<file path="config.mk">
export PLATFORM = sky130hd
export DESIGN_NAME = ham_secded_decoder
export DESIGN_NICKNAME = d
export VERILOG_FILES = /design/src/rtl/ham_secded_decoder.sv
export SDC_FILE = /design/constraint.sdc
export NUM_CORES = 1
export LEC_CHECK = 0
export BUFFER_PORTS_ARGS = -buffer_cell sky130_fd_sc_hd__buf_2
export CAP_MARGIN = 20
export CORE_ASPECT_RATIO = 1.4
export CORE_MARGIN = 5
export CORE_UTILIZATION = 45
export DETAILED_ROUTE_END_ITERATION = 16
export PLACE_DENSITY = 0.68
export SYNTH_ARGS = -nofsm -noshare
export SYNTH_HDL_FRONTEND = slang
export SYNTH_SLANG_ARGS = --single-unit
</file>
<file path="constraint.sdc">
create_clock -name clk -period 2.77 [get_ports clk]
set_input_delay 0.277 -clock clk [delete_from_list [all_inputs] [get_ports clk]]
set_output_delay 0.277 -clock clk [all_outputs]
set_load 0.01 [all_outputs]
</file>
<file path="src/rtl/ham_secded_decoder.sv">
// Pipelined extended-Hamming SECDED decoder: corrects single-bit errors, flags double-bit
// errors, and keeps saturating counts of both over a valid/ready stream.
module ham_secded_decoder #(
    parameter  int DATA_W = 4,
    parameter  int CNT_W  = 16,
    localparam int PAR_W  = (DATA_W <= 1)  ? 2 :
                            (DATA_W <= 4)  ? 3 :
                            (DATA_W <= 11) ? 4 :
                            (DATA_W <= 26) ? 5 : 6,
    localparam int CODE_W = DATA_W + PAR_W + 1
) (
    input  logic              clk,
    input  logic              rst,
    input  logic              in_valid,
    output logic              in_ready,
    input  logic [CODE_W-1:0] in_code,
    output logic              out_valid,
    input  logic              out_ready,
    output logic [DATA_W-1:0] out_data,
    output logic [PAR_W-1:0]  out_syndrome,
    output logic              out_single,
    output logic              out_double,
    output logic [PAR_W-1:0]  out_pos,
    input  logic              cnt_clr,
    output logic [CNT_W-1:0]  cnt_corr,
    output logic [CNT_W-1:0]  cnt_uncorr
);

    localparam int NPOS = CODE_W - 1;

    // 1-based Hamming position of data bit j: the j-th non-power-of-two position.
    function automatic int data_pos(input int j);
        int cnt;
        int r;
        cnt = 0;
        r   = 0;
        for (int p = 1; p <= NPOS; p++) begin
            if ((p & (p - 1)) != 0) begin
                if (cnt == j) r = p;
                cnt++;
            end
        end
        return r;
    endfunction

    logic [2:1]        vld_pipe;
    logic              adv;
    logic [PAR_W-1:0]  syn_c;
    logic              ovp_c;
    logic [CODE_W-1:0] s1_code;
    logic [PAR_W-1:0]  s1_syn;
    logic              s1_ovp;
    logic [CODE_W-1:0] fixed_c;
    logic [DATA_W-1:0] data_c;
    logic              single_c;
    logic              double_c;
    logic [PAR_W-1:0]  pos_c;
    logic              out_hs;

    assign adv       = !vld_pipe[2] || out_ready;
    assign in_ready  = adv;
    assign out_valid = vld_pipe[2];
    assign out_hs    = vld_pipe[2] && out_ready;

    always_comb begin
        syn_c = '0;
        for (int k = 0; k < PAR_W; k++) begin
            for (int i = 0; i < NPOS; i++) begin
                if ((((i + 1) >> k) & 1) != 0) syn_c[k] = syn_c[k] ^ in_code[i];
            end
        end
    end

    assign ovp_c = ^in_code;

    // Syndromes beyond the last real position can only come from multi-bit errors.
    always_comb begin
        fixed_c  = s1_code;
        single_c = 1'b0;
        double_c = 1'b0;
        pos_c    = '0;
        if (s1_syn == '0) begin
            single_c = s1_ovp;
        end else if (s1_ovp && (int'(s1_syn) <= NPOS)) begin
            single_c = 1'b1;
            pos_c    = s1_syn;
            fixed_c  = s1_code ^ (CODE_W'(1) << (s1_syn - 1'b1));
        end else begin
            double_c = 1'b1;
        end
    end

    for (genvar j = 0; j < DATA_W; j++) begin : g_extract
        localparam int DP = data_pos(j) - 1;
        assign data_c[j] = fixed_c[DP];
    end

    always_ff @(posedge clk) begin
        if (rst) begin
            vld_pipe     <= '0;
            s1_code      <= '0;
            s1_syn       <= '0;
            s1_ovp       <= 1'b0;
            out_data     <= '0;
            out_syndrome <= '0;
            out_single   <= 1'b0;
            out_double   <= 1'b0;
            out_pos      <= '0;
        end else if (adv) begin
            vld_pipe     <= {vld_pipe[1], in_valid};
            s1_code      <= in_code;
            s1_syn       <= syn_c;
            s1_ovp       <= ovp_c;
            out_data     <= data_c;
            out_syndrome <= s1_syn;
            out_single   <= single_c;
            out_double   <= double_c;
            out_pos      <= pos_c;
        end
    end

    always_ff @(posedge clk) begin
        if (rst || cnt_clr) begin
            cnt_corr   <= '0;
            cnt_uncorr <= '0;
        end else if (out_hs) begin
            if (out_single && (cnt_corr != '1))   cnt_corr   <= cnt_corr + 1'b1;
            if (out_double && (cnt_uncorr != '1)) cnt_uncorr <= cnt_uncorr + 1'b1;
        end
    end

endmodule

</file>
### After elaboration in Yosys (flattened, before gate mapping)

Index checks and enable logic that the tools add are counted.

* word-level logic and storage cells: 45
* input port bits: 13
* output and inout bits: 46
* bits in registers: 57

* muxes and demuxes: 8
* reduce and logical (&&, ||, !) cells: 10
* add/sub/neg operators: 3
* bitwise gates (word level): 10
* shift-type cells: 1
* eq/ne operators: 2

Operators by type and width (count)
* 16-bit by 1-bit adder with 16-bit output (second input constant): 2
* 16-bit inequality test (second input constant): 2
* 7-bit 2-to-1 mux: 2
* 1-bit XOR: 9
* 8-bit parity: 1
* 1-bit by 3-bit << shifter with 7-bit output (first input constant): 1
* 7-bit XOR: 1
* 3-bit 2-to-1 mux: 2
* 1-bit 2-to-1 mux: 4
* 2-bit AND reduction: 2
* 1-bit logical AND: 3
* 3-bit logical NOT: 1
* 3-bit by 1-bit subtractor with 3-bit output (second input constant): 1
* 1-bit logical OR: 2
* 1-bit logical NOT: 1

### Logic depth before layout (Yosys ltp)

Gate-level depths: netlist (run 1).

* depth after elaboration: 5
* gate-level depth with buffers: 6
* gate-level depth less buffers: 5

### Worst setup path after synthesis (run 1)

OpenSTA, ideal clock, no wires.

* path type: register to register
* from: reg cnt_corr[0]
* to: reg cnt_corr[7]
* arrival time: 1.571 ns
* cell stages (with the launch flop): 7
* buffers on the path: 1
* path slack: 1.075 ns
* library setup time: 0.124 ns
* period minus slack after synthesis: 1.695 ns
* required time: 2.646 ns
* cells stage by stage: dfxtp_1 -> ha_1 -> nand3_1 -> nor4b_4 -> buf_2 -> nor3_1 -> mux2i_1

* word-level cells in the longest chain between the ends: 3
* elaborated cells between the ends (all ways): 4
* those cells by class: add/sub (1); eq/ne (1); reduce/logical (2)

Ends and longest elaborated chain
* from (decl): RTL line 25 `output logic [CNT_W-1:0] cnt_corr,`
* from (signal assigned): RTL line 127 `if (out_single && (cnt_corr != '1)) cnt_corr <= cnt_corr + 1'b1;`
* parallel branches: the longest is 3 deep, another holds 16-bit by 1-bit adder with 16-bit output

Several ways; the timed one is not identified.
A chain may end at the register's enable or synchronous reset.

### Final worst setup path (run 1)

* from: reg cnt_corr[0]
* to: reg cnt_corr[3]

Same word-level chain as after synthesis.

==> results of run 1 <==
[stage by stage]
step | worst slack (ns) | area (sq um) | cells
final | 0.820 | 3010 | 429
after global routing | 0.627 | 3010 | 429
after CTS | 0.819 | 3010 | 429
after detailed placement | 0.836 | 2920 | 421
after global placement | 0.940 | 2920 | 421
after floorplan | 1.07 | 2600 | 312
[registers in the layout, summed over array words and instances (netlist names)]
signal and count:
cnt_corr 16, cnt_uncorr 16, out_data 4, out_double 1, out_pos 3, out_single 1
out_syndrome 3, s1_code 4, s1_ovp 1, s1_syn 3, vld_pipe 2
[cells by family (layout without fill, tap and decap cells)]
family,count (synthesis),after routing,share of synthesized area
AOI/OAI and AO/OA,77,77,0.184
xor gates and xnor gates,16,16,0.0538
adders and majority gates,2,2,0.00961
buffers and inverters,24,73,0.0365
DFF,54,54,0.415
muxes,3,3,0.0115
and+or+nand+nor,136,136,0.289
[Yosys cell counts, types with 4 or more instances]
| cell type | instances | area (sq um) |
|---|---|---|
| a211oi_1 | 7 | 52.6 |
| a21oi_1 | 33 | 165 |
| a31oi_1 | 4 | 25.0 |
| and3_1 | 5 | 31.3 |
| and4_1 | 4 | 35.0 |
| buf_2 | 4 | 20.0 |
| clkbuf_1 | 13 | 48.8 |
| dfxtp_1 | 54 | 1080 |
| nand2_1 | 35 | 131 |
| nand3_1 | 16 | 80.1 |
| nand4_1 | 14 | 87.6 |
| nand4b_1 | 4 | 35.0 |
| nor2_1 | 21 | 78.8 |
| nor3_1 | 9 | 45.0 |
| o21ai_0 | 12 | 60.1 |
| o31ai_1 | 8 | 60.1 |
| or3_1 | 14 | 87.6 |
| or4_1 | 7 | 52.6 |
| xnor2_1 | 7 | 61.3 |
| xor2_1 | 9 | 78.8 |
[cell type report]
class / count / share of cell area
Clock buffer: 6 / 0.0241
Clock inverter: 2 / 0.00458
Inverter: 4 / 0.00499
Multi-Input combinational cell: 234 / 0.475
Sequential cell: 54 / 0.359
Tap cell: 68 / 0.0283
Timing Repair Buffer: 61 / 0.104
[worst register-to-register path: stages, from the launching register on]
cell and delay [ns]:
dfxtp_1 0.41, ha_1 0.23, nand3_1 0.20, nor4b_4 0.71
o21ai_0 0.20, a21oi_1 0.14
[power by group through the flow]
stage,sequential (mW),clock (mW),combinational (mW)
after detailed placement,0.859,0,0.134
after floorplan,0.843,0,0.102
after global placement,0.858,0,0.132
final,0.841,0.438,0.131
after CTS,0.842,0.453,0.133
after global routing,0.847,0.484,0.147
[worst paths after layout]
kind,slack [ns],endpoint
worst min-delay path,0.23,vld_pipe[1]$_SDFFE_PP0P_
worst max-delay path,0.82,cnt_corr[3]$_SDFFE_PP0P_
worst max register to register,0.82,cnt_corr[3]$_SDFFE_PP0P_
worst min register to register,0.46,out_pos[0]$_SDFFE_PP0P_
[routing by layer]
layer / track usage / share of wire / up-vias
met2: 0.277 / 0.48 / 60
met5: 0 / 0 / -
met4: 0.0548 / 0.014 / 0
li1: - / - / 1253
met3: 0.0471 / 0.065 / 7
met1: 0.203 / 0.44 / 1123
==> flow_metrics.env, run 1 <==
export IMPL_run_status="finished, final reports clean"
export IMPL_synth_enable_flop_cells=0
export IMPL_drv_slew=0
export IMPL_global_route_congestion_overflow_total=0
export IMPL_worstPathBufferInverterCount=0
export IMPL_cts_root_to_sink_buffers=2
export IMPL_areaGrowthSynthToFinish_pct=15.5
export IMPL_power_sequential_fraction=0.596
export IMPL_pin_count_of_the_biggest_net_entering_global_routing=29
export IMPL_slew_at_the_pin_closest_to_its_max_slew_limit_ns=0.732
export IMPL_timing_hold_ws_ns=0.225
export IMPL_fillCellCount=529
export IMPL_setup_worst_path_end_class="register"
export IMPL_dr_first_iter_drc_count=110
export IMPL_timing_final_hold_violations=0
export IMPL_fp_row_count=32
export IMPL_crit_path_max_incr_delay_ns=0.71
export IMPL_critical_path_arrival_ns=2.19
export IMPL_synth_cell_area_sq_um=2600
export IMPL_final_report_setup_violation_count=0
export IMPL_leakage_nw=1.20
export IMPL_power_clock_fraction=0.311
export IMPL_path_depth=5
export IMPL_min_delay_path_class="in2reg"
export IMPL_grt_pass1_vias=2222
export IMPL_power_mw=1.41
export IMPL_viasPerCell=5.69
export IMPL_antenna_violating_nets_post_route=0
export IMPL_placement_io_buffers=58
export IMPL_design_die_area_sq_um=7430
export IMPL_synth_async_reset_ratio=0
export IMPL_die_w_um=74.3
export IMPL_global_route_usage_total=0.166
export IMPL_ys_seq_elements=54
export IMPL_holdBufCountCts=0
export IMPL_numClockSinks=54
export IMPL_post_cts_setup_buffer_count=0
export IMPL_layout_min_cycle_time_ns=1.95
export IMPL_detailedRoute_firstPassIterationCount=4
export IMPL_dp_hpwl_um=4330
export IMPL_clkLatencyLatePin_ns=0.31
export IMPL_startpoint_of_the_worst_setup_timing_path="cnt_corr[0]$_SDFFE_PP0P_"
export IMPL_synthCells=312
export IMPL_finalSetupTns_ns=0
export IMPL_post_drt_wl_per_cell_um=14.1
export IMPL_final_cell_mix="buf_2, dfxtp_1, nand2_1"
export IMPL_antenna_cells_inserted=0
export IMPL_antenna_found_initial=0
export IMPL_synth_warnings=0
export IMPL_htree_levels=2
export IMPL_count_of_cell_types_in_the_netlist=39
export IMPL_layout_area_seq_sq_um=1080
export IMPL_drv_max_cap_violation_count=0
export IMPL_worst_setup_path_start_kind="register"
export IMPL_num_vias=2443
export IMPL_switching_portion_of_total_power=0.259
export IMPL_postRouteWirelength_um=6060
export IMPL_rsz0062_at_grt="no"
export IMPL_beginning_of_the_worst_hold_path="in_valid"
export IMPL_tritoncts_clock_tree="built"
export IMPL_io_pin_count=59
export IMPL_hold_path_depth=3
export IMPL_crit_fanout=16
export IMPL_floorplan_initialDensity=0.468
export IMPL_maxClockFrequency_mhz=513
export IMPL_drive_gt1_frac=0.208
export IMPL_peakVddDrop_mv=0.277
export IMPL_crit_family="simple AND/OR/NAND/NOR gates"
export IMPL_layout_nets=375
export IMPL_reg2reg_from="cnt_corr[0]$_SDFFE_PP0P_"
export IMPL_synth_seq_area_share=0.415
export IMPL_final_core_util=0.540
export IMPL_synthFlopType="dfxtp_1"
export IMPL_gpl_final_weighted_congestion=0.781
export IMPL_timing_setup_critical_path_class="reg2reg"
export IMPL_number_of_gates_resized_after_cts=0
export IMPL_clk_pin_slew_ns=0.10
export IMPL_syn_mean_instance_area_sq_um=8.35
export IMPL_core_region_area_sq_um=5570
export IMPL_timing_critical_path_cells="ha_1 > nand3_1 > nor4b_4 > o21ai_0 > a21oi_1"
export IMPL_cpMaxStageDelayCell="nor4b_4"
export IMPL_clock_skew_ns=0.00482
export IMPL_reg2regPathDepth=5
export IMPL_cts_buffers=5
export IMPL_timing_final_crit_share=0.704
export IMPL_mappedNetlistNets=327
export IMPL_power_density_nw_per_um2=469
export IMPL_drt_drc_violations_left=0
export IMPL_most_common_cell_after_layout_fill_and_taps_aside="buf_2"
export IMPL_die_height_um=100
export IMPL_p_comb_frac=0.093
export IMPL_power_switching_uw=366
export IMPL_clock_root_buffer="clkbuf_8"
export IMPL_cell_internal_pwr_mw=1.04
export IMPL_area_taken_by_multi_input_logic_gates_sq_um=1430
export IMPL_slew_headroom=0.506
export IMPL_grt_pass1_wl_um=9990
export IMPL_critical_path_required_ns=3.01
(Power assumes the default switching activity.)
==> inputs of run 2 (changes only) <==
--- a/config.mk
+++ b/config.mk
@@ -11,7 +11,7 @@
 export CORE_MARGIN = 5
 export CORE_UTILIZATION = 45
 export DETAILED_ROUTE_END_ITERATION = 16
-export PLACE_DENSITY = 0.68
+export PLACE_DENSITY = 0.71
 export SYNTH_ARGS = -nofsm -noshare
 export SYNTH_HDL_FRONTEND = slang
 export SYNTH_SLANG_ARGS = --single-unit
==> constraint.sdc (replaced) <==
create_clock -name clk -period 1.6 [get_ports clk]
set_input_delay 0.16 -clock clk [delete_from_list [all_inputs] [get_ports clk]]
set_output_delay 0.16 -clock clk [all_outputs]
set_load 0.01 [all_outputs]
==> flow_metrics.env, run 2 (synthesis results as in run 1) <==
export IMPL_critical_path_reg2reg_endpoint="cnt_uncorr[3]$_SDFFE_PP0P_"
export IMPL_clock_skew_ns=0.00581
export IMPL_hold_path_depth=3
export IMPL_globalRoute_busiestLayer="met2"
export IMPL_final_report_setup_violation_count=0
export IMPL_most_common_cell_after_layout_fill_and_taps_aside="buf_2"
export IMPL_setup_slack_ns=0.00737
export IMPL_post_drt_wl_per_cell_um=14.8
export IMPL_dp_hpwl_um=4970
export IMPL_area_taken_by_multi_input_logic_gates_sq_um=1540
export IMPL_layout_min_cycle_time_ns=1.59
export IMPL_timing_hold_worst_endpoint="vld_pipe[1]$_SDFFE_PP0P_"
export IMPL_drt_drc_violations_left=0
export IMPL_floorplan_initialDensity=0.468
export IMPL_grt_pass1_wl_um=10700
export IMPL_timing_final_hold_violations=0
export IMPL_global_route_congestion_overflow_total=0
export IMPL_fp_row_count=32
export IMPL_post_route_cell_area_sq_um=3460
export IMPL_design_die_area_sq_um=7430
export IMPL_num_vias=2718
export IMPL_timing_final_crit_share=0.995
export IMPL_numClockSinks=54
export IMPL_tritoncts_clock_tree="built"
export IMPL_groute_layer_met3_usage=0.0381
export IMPL_placement_io_buffers=58
export IMPL_die_height_um=100
export IMPL_clkLatencyLatePin_ns=0.30
export IMPL_timing_setup_critical_path_class="reg2reg"
export IMPL_cts_buffers=5
export IMPL_worst_setup_path_start_kind="register"
export IMPL_power_mw=2.59
export IMPL_areaGrowthSynthToFinish_pct=32.7
export IMPL_antenna_found_initial=0
export IMPL_beginning_of_the_worst_hold_path="in_valid"
export IMPL_power_density_nw_per_um2=749
export IMPL_gr_usage_met1=0.207
export IMPL_reg_largest_list="cnt_corr: 16 flops, cnt_uncorr: 16 flops"
export IMPL_leakage_nw=1.43
export IMPL_preCtsSetupSlack_ns=-0.0168
export IMPL_rsz0062_at_grt="yes"
export IMPL_gpl_final_weighted_congestion=0.850
export IMPL_drv_max_cap_violation_count=0
export IMPL_detailedRoute_firstPassIterationCount=5
export IMPL_htree_levels=2
export IMPL_drv_slew=0
export IMPL_min_delay_path_class="in2reg"
export IMPL_setup_worst_path_end_class="register"
export IMPL_critical_path_required_ns=1.84
export IMPL_clk_pin_slew_ns=0.10
export IMPL_drive_gt1_frac=0.349
export IMPL_slew_headroom=0.710
export IMPL_reg2regPathDepth=6
export IMPL_clock_root_buffer="clkbuf_8"
export IMPL_layout_nets=415
export IMPL_layout_area_seq_sq_um=1090
export IMPL_peakVddDrop_mv=0.562
export IMPL_die_w_um=74.3
export IMPL_reg2reg_from="cnt_uncorr[2]$_SDFFE_PP0P_"
export IMPL_rrSetupSlack_ns=0.007
export IMPL_dr_first_iter_drc_count=186
export IMPL_holdBufCountCts=0
export IMPL_pin_count_of_the_biggest_net_entering_global_routing=29
export IMPL_antenna_violating_nets_post_route=0
export IMPL_slew_at_the_pin_closest_to_its_max_slew_limit_ns=0.434
export IMPL_run_status="finished, final reports clean"
export IMPL_core_region_area_sq_um=5570
export IMPL_postRouteWirelength_um=6940
export IMPL_maxClockFrequency_mhz=628
export IMPL_global_route_usage_total=0.177
export IMPL_antenna_cells_inserted=0
export IMPL_final_cell_mix="buf_2, dfxtp_1, buf_4"
export IMPL_viasPerCell=5.80
export IMPL_place_inst=456
export IMPL_gr_util_met2=0.314
export IMPL_cts_root_to_sink_buffers=2
export IMPL_io_pin_count=59
export IMPL_critical_path_arrival_ns=1.84
export IMPL_grt_pass1_vias=2486
export IMPL_crit_fanout=9
export IMPL_fillCellCount=505
export IMPL_post_dp_cell_area_sq_um=3190
export IMPL_finish_cell_count_without_fillers=469
## run 2: cell types whose count changed in the layout (fill, tap and decap cells not counted), moves of 3 or more
cell	change
and4_1	-3
buf_4	+39
dfxtp_1	-7
dfxtp_2	+7
## run 2: metal layers
metal / vias to the layer above / part of all wire
met4: 0 / 0.0091
met5: - / 0
met3: 7 / 0.066
met2: 89 / 0.52
met1: 1283 / 0.41
li1: 1339 / -
## run 2: cell type report
cell class | instances | share of cell area
Timing Repair Buffer | 101 | 0.178
Clock buffer | 5 | 0.0199
Clock inverter | 3 | 0.0116
Multi-Input combinational cell | 234 | 0.446
Sequential cell | 54 | 0.315
Inverter | 4 | 0.00434
Tap cell | 68 | 0.0246
## run 2: worst max-delay path, stage by stage, from the launching register on
cell and delay [ns]:
dfxtp_1 0.36, buf_4 0.16, nand4_1 0.19, nor4_4 0.08, buf_6 0.14, or4_4 0.48
a21oi_2 0.12
## run 2: power breakdown
part	total, mW	internal, mW	switching [mW]
Clock	0.892	0.461	0.431
Sequential	1.45	1.39	0.0591
Combinational	0.244	0.112	0.133
## run 2: through the flow
step / TNS, ns / util / hold WS [ns]
3_5_place_dp: -0.0188 / 0.573 / 0.422
2_1_floorplan: 0 / - / 0.300
5_1_grt: -0.0775 / 0.621 / 0.113
3_3_place_gp: 0 / 0.573 / 0.421
4_1_cts: 0 / 0.596 / 0.0957
6_report: 0 / 0.621 / 0.110
## run 2: what timing repair did
action,in CTS,in global routing
setup endpoints to repair,7,24
pin swaps,1,7
buffers inserted,1,4
cloned,0,0
resized for setup,2,28
## run 2: worst max path at each step
stage                               startpoint                          end  slack, ns
finish              cnt_uncorr[2]$_SDFFE_PP0P_   cnt_uncorr[3]$_SDFFE_PP0P_      0.007
floorplan             cnt_corr[0]$_SDFFE_PP0P_     cnt_corr[7]$_SDFFE_PP0P_       0.03
global route          cnt_corr[2]$_SDFFE_PP0P_     cnt_corr[9]$_SDFFE_PP0P_      -0.02
detailed placement    cnt_corr[0]$_SDFFE_PP0P_    cnt_corr[15]$_SDFFE_PP0P_      -0.02
global placement    cnt_uncorr[0]$_SDFFE_PP0P_  cnt_uncorr[13]$_SDFFE_PP0P_       0.06
CTS                   cnt_corr[0]$_SDFFE_PP0P_    cnt_corr[12]$_SDFFE_PP0P_      0.009
==> inputs of run 3 (changes only) <==
--- a/config.mk
+++ b/config.mk
@@ -9,9 +9,9 @@
 export CAP_MARGIN = 20
 export CORE_ASPECT_RATIO = 1.4
 export CORE_MARGIN = 5
-export CORE_UTILIZATION = 45
+export CORE_UTILIZATION = 24
 export DETAILED_ROUTE_END_ITERATION = 16
-export PLACE_DENSITY = 0.71
+export GPL_TIMING_DRIVEN = 0
 export SYNTH_ARGS = -nofsm -noshare
 export SYNTH_HDL_FRONTEND = slang
 export SYNTH_SLANG_ARGS = --single-unit
==> flow_metrics.env, run 3 (synthesis results as in run 1) <==
export IMPL_run_status="finished, final reports clean"
export IMPL_cts_root_to_sink_buffers=2
export IMPL_layout_nets=398
export IMPL_setup_worst_path_end_class="register"
export IMPL_worst_setup_path_start_kind="register"
export IMPL_fillCellCount=1146
export IMPL_antenna_violating_nets_post_route=0
export IMPL_power_mw=2.95
export IMPL_slew_at_the_pin_closest_to_its_max_slew_limit_ns=0.619
export IMPL_switching_portion_of_total_power=0.240
export IMPL_dr_first_iter_drc_count=81
export IMPL_holdBufCountCts=0
export IMPL_drt_drc_violations_left=0
export IMPL_num_vias=2634
export IMPL_numClockSinks=54
export IMPL_placement_io_buffers=57
export IMPL_preCtsSetupSlack_ns=-0.191
export IMPL_power_switching_uw=709
export IMPL_die_height_um=133
export IMPL_cell_internal_pwr_mw=2.24
export IMPL_gr_usage_met1=0.126
export IMPL_peakVddDrop_mv=0.554
export IMPL_global_route_congestion_overflow_total=0
export IMPL_groute_layer_met3_usage=0.0325
export IMPL_timing_final_hold_violations=0
export IMPL_reg_largest_list="cnt_corr: 16 flops, cnt_uncorr: 16 flops"
export IMPL_grt_pass1_wl_um=11800
export IMPL_clock_root_buffer="clkbuf_16"
export IMPL_drv_max_cap_violation_count=0
export IMPL_core_region_area_sq_um=10800
export IMPL_p_comb_frac=0.099
export IMPL_antenna_cells_inserted=0
export IMPL_die_w_um=98.0
export IMPL_io_pin_count=59
export IMPL_tritoncts_clock_tree="built"
export IMPL_antenna_found_initial=0
export IMPL_pin_count_of_the_biggest_net_entering_global_routing=17
export IMPL_globalRoute_busiestLayer="met2"
export IMPL_viasPerCell=5.02
export IMPL_slew_headroom=0.587
export IMPL_power_sequential_fraction=0.479
export IMPL_critical_path_required_ns=1.82
export IMPL_clk_pin_slew_ns=0.07
export IMPL_clkLatencyLatePin_ns=0.29
export IMPL_final_report_setup_violation_count=0
export IMPL_floorplan_initialDensity=0.242
export IMPL_gpl_final_weighted_congestion=0.779
export IMPL_finalSetupTns_ns=0
export IMPL_beginning_of_the_worst_hold_path="in_valid"
export IMPL_rsz0062_at_grt="yes"
export IMPL_postRouteWirelength_um=7220
export IMPL_power_clock_fraction=0.421
export IMPL_dp_hpwl_um=5220
export IMPL_reg2reg_from="cnt_uncorr[0]$_SDFFE_PP0P_"
export IMPL_cts_buffers=5
export IMPL_design_die_area_sq_um=13100
export IMPL_rrSetupSlack_ns=0.006
export IMPL_drv_slew=0
export IMPL_startpoint_of_the_worst_setup_timing_path="cnt_uncorr[0]$_SDFFE_PP0P_"
export IMPL_areaGrowthSynthToFinish_pct=34.9
export IMPL_crit_fanout=7
export IMPL_timing_setup_critical_path_class="reg2reg"
export IMPL_post_drt_wl_per_cell_um=13.8
export IMPL_gr_util_met2=0.191
export IMPL_leakage_nw=1.33
export IMPL_most_common_cell_after_layout_fill_and_taps_aside="buf_2"
export IMPL_detailedRoute_firstPassIterationCount=4
export IMPL_maxClockFrequency_mhz=627
export IMPL_setup_slack_ns=0.00618
export IMPL_power_density_nw_per_um2=840
export IMPL_grt_pass1_vias=2443
export IMPL_htree_levels=2
export IMPL_global_route_usage_total=0.109
export IMPL_layout_min_cycle_time_ns=1.59
export IMPL_fp_row_count=45
export IMPL_min_delay_path_class="in2reg"
export IMPL_final_cell_mix="buf_2, nand2_1, a21oi_1"
export IMPL_drive_gt1_frac=0.333
export IMPL_critical_path_arrival_ns=1.81
export IMPL_timing_final_crit_share=0.996
export IMPL_clock_skew_ns=0.00489
## run 3: per-layer routing
layer | wire [um] | vias up
li1 | - | 1303
met1 | 2960 | 1228
met2 | 3690 | 94
met3 | 483 | 9
met4 | 83 | 0
met5 | 0 | -
## run 3: power by group through the flow
stage,logic (mW),clock network (mW),registers (mW)
3_3_place_gp,0.283,0,1.45
3_5_place_dp,0.289,0,1.45
5_1_grt,0.328,1.33,1.42
6_report,0.293,1.24,1.42
2_1_floorplan,0.177,0,1.46
4_1_cts,0.294,1.28,1.42
## run 3: timing repair
item,4_1_cts,5_1_grt
gates resized for setup,28,45
cloned,0,1
buffers inserted,2,5
setup endpoints to repair,48,28
pin swaps,3,13
## run 3: worst max-delay path: stages, from the launching register on
cell     delay (ns)
dfxtp_4        0.38
nand4_1        0.14
or2_0          0.23
buf_4          0.17
or4_4          0.48
a21oi_2        0.12
## run 3: final cells by class
type                    instances  area [sq um]  area share
well taps                     141           176      0.0502
plain buffers                  19           111      0.0317
multi-input cells             234          1560       0.445
repair buffers                 65           343      0.0976
clock buffers                   6           129      0.0367
flip-flops and latches         54          1130       0.322
inverters                       4          20.0     0.00570
clock inverters                 2          37.5      0.0107
## run 3: metrics by stage
stage	hold WS, ns	utilization	std cells	instance area, sq um
finish	0.117	0.327	525	3510
global route	0.112	0.327	525	3510
CTS	0.112	0.311	520	3340
detailed placement	0.424	0.286	510	3070
global placement	0.421	0.286	510	3070
floorplan	0.300	-	312	2610
## run 3: path summary, 6_finish.rpt
kind | end | cells past startpoint
setup / recovery | cnt_uncorr[11]$_SDFFE_PP0P_ | 5
hold / removal | vld_pipe[1]$_SDFFE_PP0P_ | 3
setup reg to reg | cnt_uncorr[11]$_SDFFE_PP0P_ | 5
hold reg to reg | out_syndrome[2]$_SDFFE_PP0P_ | 2
